### config.mk
export PLATFORM = sky130hd
export DESIGN_NAME = scratchpad_arbiter
export DESIGN_NICKNAME = d
export VERILOG_FILES = /design/src/rtl/scratchpad_arbiter.sv
export SDC_FILE = /design/constraint.sdc
export NUM_CORES = 1
export LEC_CHECK = 0
export ABC_CLOCK_PERIOD_IN_PS = 6600
export CORE_AREA = 3 3 211 213
export DETAILED_ROUTE_END_ITERATION = 6
export DIE_AREA = 0 0 214 216
export PLACE_DENSITY = 0.5
export REMOVE_ABC_BUFFERS = 1
export SETUP_SLACK_MARGIN = 0.3
export SYNTH_ARGS = -nofsm -noshare
export SYNTH_HDL_FRONTEND = slang
export SYNTH_SLANG_ARGS = --single-unit
### constraint.sdc
create_clock -name clk -period 6.6 [get_ports clk]
set_input_delay 1.65 -clock clk [delete_from_list [all_inputs] [get_ports clk]]
set_output_delay 1.65 -clock clk [all_outputs]
set_load 0.005 [all_outputs]
### src/rtl/scratchpad_arbiter.sv
// Two-port round-robin arbiter in front of a single-port 64-bit scratchpad RAM,
// with per-port response registers and a full-array clear sequencer.
module scratchpad_arbiter #(
  parameter logic [31:0] BASE_ADDR = 32'h0000_0000,
  parameter logic [31:0] DEPTH     = 32'h0000_0100,
  localparam int         WAW       = $clog2(DEPTH / 32'd8)
) (
  input  logic           clk,
  input  logic           rst,
  input  logic           p0_req_valid,
  output logic           p0_req_ready,
  input  logic           p0_req_write,
  input  logic [31:0]    p0_req_addr,
  input  logic [63:0]    p0_req_wdata,
  input  logic [7:0]     p0_req_mask,
  output logic           p0_rsp_valid,
  input  logic           p0_rsp_ready,
  output logic [63:0]    p0_rsp_rdata,
  output logic           p0_rsp_err,
  input  logic           p1_req_valid,
  output logic           p1_req_ready,
  input  logic           p1_req_write,
  input  logic [31:0]    p1_req_addr,
  input  logic [63:0]    p1_req_wdata,
  input  logic [7:0]     p1_req_mask,
  output logic           p1_rsp_valid,
  input  logic           p1_rsp_ready,
  output logic [63:0]    p1_rsp_rdata,
  output logic           p1_rsp_err,
  output logic           ram_req,
  output logic           ram_write,
  output logic [WAW-1:0] ram_addr,
  output logic [63:0]    ram_wdata,
  output logic [63:0]    ram_wmask,
  input  logic [63:0]    ram_rdata,
  input  logic           clear_start,
  output logic           clear_busy,
  output logic           clear_done
);

  typedef enum logic {ARB = 1'b0, CLEAR = 1'b1} state_e;

  state_e         state_q;
  logic           ptr_q;
  logic           clr_pend_q;
  logic [WAW-1:0] clr_cnt_q;
  logic           clear_done_q;
  logic [1:0]     inflight_q;
  logic [1:0]     infl_rd_q;
  logic [1:0]     infl_err_q;
  logic [1:0]     rsp_valid_q;
  logic [1:0]     rsp_err_q;
  logic [63:0]    rsp_rdata_q [2];

  logic [1:0]     req_valid_s;
  logic [1:0]     rsp_ready_s;
  logic [1:0]     free_s;
  logic [1:0]     elig_s;
  logic [1:0]     gnt_s;
  logic           can_grant_s;
  logic           sel_write_s;
  logic [31:0]    sel_addr_s;
  logic [63:0]    sel_wdata_s;
  logic [7:0]     sel_mask_s;
  logic [32:0]    diff_s;
  logic           in_range_s;

  assign req_valid_s = {p1_req_valid, p0_req_valid};
  assign rsp_ready_s = {p1_rsp_ready, p0_rsp_ready};

  // A freshly requested clear also blocks grants, so no new access slips in ahead of it.
  assign can_grant_s = (state_q == ARB) && !clr_pend_q && !clear_start && !rst;

  // Eligibility and round-robin grant selection
  always_comb begin
    for (int n = 0; n < 2; n++) begin
      free_s[n] = !inflight_q[n] && (!rsp_valid_q[n] || rsp_ready_s[n]);
    end
    elig_s = req_valid_s & free_s & {2{can_grant_s}};
    case (elig_s)
      2'b11:   gnt_s = ptr_q ? 2'b10 : 2'b01;
      default: gnt_s = elig_s;
    endcase
  end

  assign p0_req_ready = gnt_s[0];
  assign p1_req_ready = gnt_s[1];

  assign sel_write_s = gnt_s[1] ? p1_req_write : p0_req_write;
  assign sel_addr_s  = gnt_s[1] ? p1_req_addr  : p0_req_addr;
  assign sel_wdata_s = gnt_s[1] ? p1_req_wdata : p0_req_wdata;
  assign sel_mask_s  = gnt_s[1] ? p1_req_mask  : p0_req_mask;

  // 33-bit subtraction: a borrow means the address lies below the window.
  assign diff_s     = {1'b0, sel_addr_s} - {1'b0, BASE_ADDR};
  assign in_range_s = !diff_s[32] && (diff_s[31:0] < DEPTH);

  // RAM command: clear sweep, granted in-range access, or idle
  always_comb begin
    ram_req   = 1'b0;
    ram_write = 1'b0;
    ram_addr  = '0;
    ram_wdata = 64'd0;
    ram_wmask = 64'd0;
    if (state_q == CLEAR) begin
      ram_req   = 1'b1;
      ram_write = 1'b1;
      ram_addr  = clr_cnt_q;
      ram_wmask = {64{1'b1}};
    end else if ((gnt_s != 2'b00) && in_range_s) begin
      ram_req   = 1'b1;
      ram_write = sel_write_s;
      ram_addr  = diff_s[WAW+2:3];
      ram_wdata = sel_wdata_s;
      for (int i = 0; i < 8; i++) begin
        ram_wmask[8*i +: 8] = {8{sel_mask_s[i]}};
      end
    end else begin
      ram_req = 1'b0;
    end
  end

  // Port tracking, response capture and the ARB/CLEAR state machine
  always_ff @(posedge clk or posedge rst) begin
    if (rst) begin
      state_q      <= ARB;
      ptr_q        <= 1'b0;
      clr_pend_q   <= 1'b0;
      clr_cnt_q    <= '0;
      clear_done_q <= 1'b0;
      inflight_q   <= 2'b00;
      infl_rd_q    <= 2'b00;
      infl_err_q   <= 2'b00;
      rsp_valid_q  <= 2'b00;
      rsp_err_q    <= 2'b00;
      for (int n = 0; n < 2; n++) begin
        rsp_rdata_q[n] <= 64'd0;
      end
    end else begin
      inflight_q <= gnt_s;
      if (gnt_s != 2'b00) begin
        ptr_q <= !gnt_s[1];
      end
      for (int n = 0; n < 2; n++) begin
        if (gnt_s[n]) begin
          infl_rd_q[n]  <= !sel_write_s && in_range_s;
          infl_err_q[n] <= !in_range_s;
        end
        if (inflight_q[n]) begin
          rsp_valid_q[n] <= 1'b1;
          rsp_rdata_q[n] <= infl_rd_q[n] ? ram_rdata : 64'd0;
          rsp_err_q[n]   <= infl_err_q[n];
        end else if (rsp_valid_q[n] && rsp_ready_s[n]) begin
          rsp_valid_q[n] <= 1'b0;
        end
      end
      case (state_q)
        ARB: begin
          clear_done_q <= 1'b0;
          if (clear_start || clr_pend_q) begin
            if (inflight_q == 2'b00) begin
              state_q    <= CLEAR;
              clr_pend_q <= 1'b0;
              clr_cnt_q  <= '0;
            end else begin
              clr_pend_q <= 1'b1;
            end
          end
        end
        CLEAR: begin
          if (clr_cnt_q == {WAW{1'b1}}) begin
            state_q      <= ARB;
            clear_done_q <= 1'b1;
          end else begin
            clr_cnt_q    <= clr_cnt_q + WAW'(1'b1);
            clear_done_q <= 1'b0;
          end
        end
        default: begin
          state_q      <= ARB;
          clear_done_q <= 1'b0;
        end
      endcase
    end
  end

  assign p0_rsp_valid = rsp_valid_q[0];
  assign p0_rsp_rdata = rsp_rdata_q[0];
  assign p0_rsp_err   = rsp_err_q[0];
  assign p1_rsp_valid = rsp_valid_q[1];
  assign p1_rsp_rdata = rsp_rdata_q[1];
  assign p1_rsp_err   = rsp_err_q[1];
  assign clear_busy   = (state_q == CLEAR);
  assign clear_done   = clear_done_q;

endmodule

==> reports/metrics.csv <==
stage,metric,value,unit
clock_network,hold_buf cts,0,
die,Top Ports,552,
global_routing,number of global-route vias before repair,8611,
drt,drt wl/cell,18.3,um
min_path,HP Class,reg -> reg,
global_routing,first-pass GRT wire length,54900,um
pwr,leakage power,5.59,nW
sta,Least-Margin Pin Slew,1.03,ns
clock_network,Clock Path Buffers,2,
pwr,Final Total Pwr,4.45,mW
sta,max-slew violations,0,
clock_network,worst-skew pair later-pin latency,0.42,ns
yosys,synth top area cells,"dfrtp_1 (47%), nand3_1 (13%), o21ai_0 (9.0%), inv_1 (6.4%), buf_4 (5.4%)",
pwr,P per Cell Area,316,nW/um^2
sta,Min Hold Slack,0.509,ns
clock_network,H-tree levels,4,
setup_path,crit path launch type,primary input,
setup_path,critical path class,in -> out,
setup_path,"critical path fanouts, max",10,
yosys,"Seq/Total Area, Yosys",47.4,%
clock_network,clock sinks,147,
sta,worst slew margin relative to its limit,31.0,%
sta,final setup fails,0,
drt,initial DRC count,461,
clock_network,total CTS buffers,17,
clock_network,CTS clock-pin slew for the worst setup and hold paths,0.07,ns
setup_path,CP required,4.95,ns
clock_network,CTS root buf,clkbuf_16,
yosys,"flops & latches, synth",147,
layout,Area Overhead vs Synth,81.3,%
global_routing,total track usage,15.4,%
status,outcome,"complete, no violations",
layout,share of cells above drive strength 1,5.10,%
yosys,most frequent cell after synthesis,nand3_1,
placed_design,RePlAce Congestion,0.843,
die,die area,46200,sq um
drt,Detail Route Antenna Nets,0,
run,Max-Cap Viols,0,
die,Core Area,42900,sq um
placed_design,dpl hpwl,28000,um
yosys,fraction of registers with async set/reset,100,%
pwr,Max VDD drop,0.202,mV
setup_path,Critical Path End Type,output port,
sta,fin crit share,92.1,%
drt,routed vias/inst,4.16,
yosys,syn avg cell area,8.06,sq um
yosys,"EDFF count, synth",0,
yosys,leading area contributor after synthesis,dfrtp_1,
yosys,Synth Flop Type,dfrtp_1,
global_routing,grt total ovfl,0,
pwr,Clock power frac,21.7,%
die,Site Rows,76,
layout,Nets,1702,
placed_design,PortBufs,545,
drt,drt first pass iters,4,
setup_path,arrival time worst endpoint,4.43,ns
yosys,mapped cell area,7760,sq um
global_routing,largest net degree at the start of global routing,106,
pwr,Pint,3.08,mW
sta,FMAX,165,MHz
die,DIE WIDTH,214,um
setup_path,slowest cell delay on critical path,0.57,ns
pwr,switching power,1.37,mW
pwr,Switching Share,30.8,%
global_routing,initial antenna violation count,6,
setup_path,WP buf/inv,5,
layout,FILL cells,4569,
sta,clk_skew,0.00999,ns
sta,Final min period,6.08,ns
clock_network,CTS tree,done,
yosys,post-synth top area share,47.4,%
setup_path,crit path cell chain,"clkdlybuf4s50_1, nor4_4, nor3b_2, o21ai_4, inv_2, a22oi_2, buf_12, buf_12, o21ai_2, clkdlybuf4s50_1",
sta,final hold viol count,0,
die,Initial Util,18.1,%
drt,# DRC,0,
sta,RSZ-0062 raised after global routing,false,
drt,routed vias,8407,
pwr,combinational share of power,43.3,%
pwr,Sequential Power Share,35.0,%
setup_path,CP max stage cell,clkdlybuf4s50_1,
die,Die Y,216,um
setup_path,CP top delay family,buffers and inverters,
yosys,Synth cell types,36,
yosys,synth warn,0,
yosys,Mapped Cells,963,
yosys,most common library cells after synthesis,"nand3_1 (194), dfrtp_1 (147), o21ai_0 (140), inv_1 (132), nand2_1 (79)",
drt,Routed Wire Length,36900,um
[flip-flops by register name (all words and copies together) (netlist names)]
name / cells
infl_rd_q: 2
ptr_q: 1
inflight_q: 2
clr_pend_q: 1
rsp_err_q: 2
infl_err_q: 2
clr_cnt_q: 5
clear_done: 1
clear_busy: 1
rsp_valid_q: 2
p0_rsp_rdata: 64
p1_rsp_rdata: 64
[layout make-up]
| type | instances | area (sq um) | share of cell area (%) |
|---|---|---|---|
| inverter | 133 | 504 | 3.58 |
| clock inverter | 15 | 148 | 1.05 |
| multi-input combinational | 553 | 2890 | 20.5 |
| timing repair buffer | 567 | 5680 | 40.4 |
| antenna | 4 | 10.0 | 0.0711 |
| tap | 585 | 732 | 5.20 |
| sequential | 147 | 3680 | 26.2 |
| clock buffer | 17 | 425 | 3.02 |
[metrics by stage]
step	TNS, ns	instance area, sq um	util [%]	instances	setup slack [ns]
after global routing	0	14100	32.8	2020	0.307
final	0	14100	32.8	2021	0.522
after floorplan	-66.09	7030	-	833	-0.947
after detailed placement	0	13400	31.3	1983	0.282
after global placement	0	13400	31.3	1983	0.372
after CTS	0	14000	32.7	2015	0.305
[repair_timing]
action                                  CTS  global route
buffers inserted                          0             2
endpoints found under the setup margin    0            43
gates resized for setup                   0             3
[power by group through the flow]
| stage | clock network [mW] | registers, mW | logic [mW] |
|---|---|---|---|
| after floorplan | 0 | 1.59 | 0.411 |
| after global placement | 0 | 1.56 | 1.94 |
| after detailed placement | 0 | 1.58 | 1.95 |
| after CTS | 1.01 | 1.56 | 1.96 |
| after global routing | 1.05 | 1.61 | 2.09 |
| final | 0.964 | 1.56 | 1.92 |
[per-layer routing]
metal / vias to the layer above / wire [um] / global-route usage, %
li1: 4066 / - / -
met1: 3970 / 14400 / 17.4
met2: 330 / 18600 / 26.9
met3: 37 / 2840 / 5.14
met4: 4 / 1040 / 5.69
met5: - / 17 / 0
[tightest hold or removal path: cells and delay by family, from the launching register on]
| family | cells | cell delay (ns) |
|---|---|---|
| DFF | 1 | 0.37 |
| and+or+nand+nor | 2 | 0.11 |
[cell usage in the layout (no fill, tap or decap), drive strengths merged, types with 15 or more instances in the layout]
| master | instances |
|---|---|
| clkdlybuf4s50 | 545 |
| nand3 | 194 |
| o21ai | 149 |
| dfrtp | 147 |
| inv | 139 |
| nand2 | 79 |
| a21oi | 66 |
| buf | 22 |
| clkbuf | 17 |
| mux2i | 15 |
[kinds of logic (layout without fill, tap and decap cells)]
| group | Yosys count | count (layout) | synth area share [%] |
|---|---|---|---|
| multiplexers | 17 | 17 | 2.22 |
| XOR/XNOR | 1 | 1 | 0.113 |
| adder cells (fa/ha/maj) | 2 | 2 | 0.322 |
| other | 0 | 4 | 0 |
| AND/OR/NAND/NOR | 313 | 313 | 19.6 |
| buffers and inverters | 263 | 732 | 15.9 |
| flip-flops | 147 | 147 | 47.4 |
| AO/OA/AOI/OAI | 220 | 220 | 14.5 |
[path summary, 6_finish.rpt]
| path | from | endpoint | slack (ns) | cells after the start |
|---|---|---|---|---|
| max in group asynchronous | rst | inflight_q[0] | 3.75 | 3 |
| setup reg to reg | inflight_q[1] | p1_rsp_rdata[9] | 4.25 | 5 |
| hold reg to reg | clr_cnt_q[4] | clr_cnt_q[4] | 0.51 | 2 |
| min in group asynchronous | rst | clr_cnt_q[1] | 1.86 | 2 |
| hold / removal | clr_cnt_q[4] | clr_cnt_q[4] | 0.51 | 2 |
| setup / recovery | clear_start | ram_wmask[21] | 0.52 | 10 |
No activity file was read; power rests on OpenSTA's default activity.
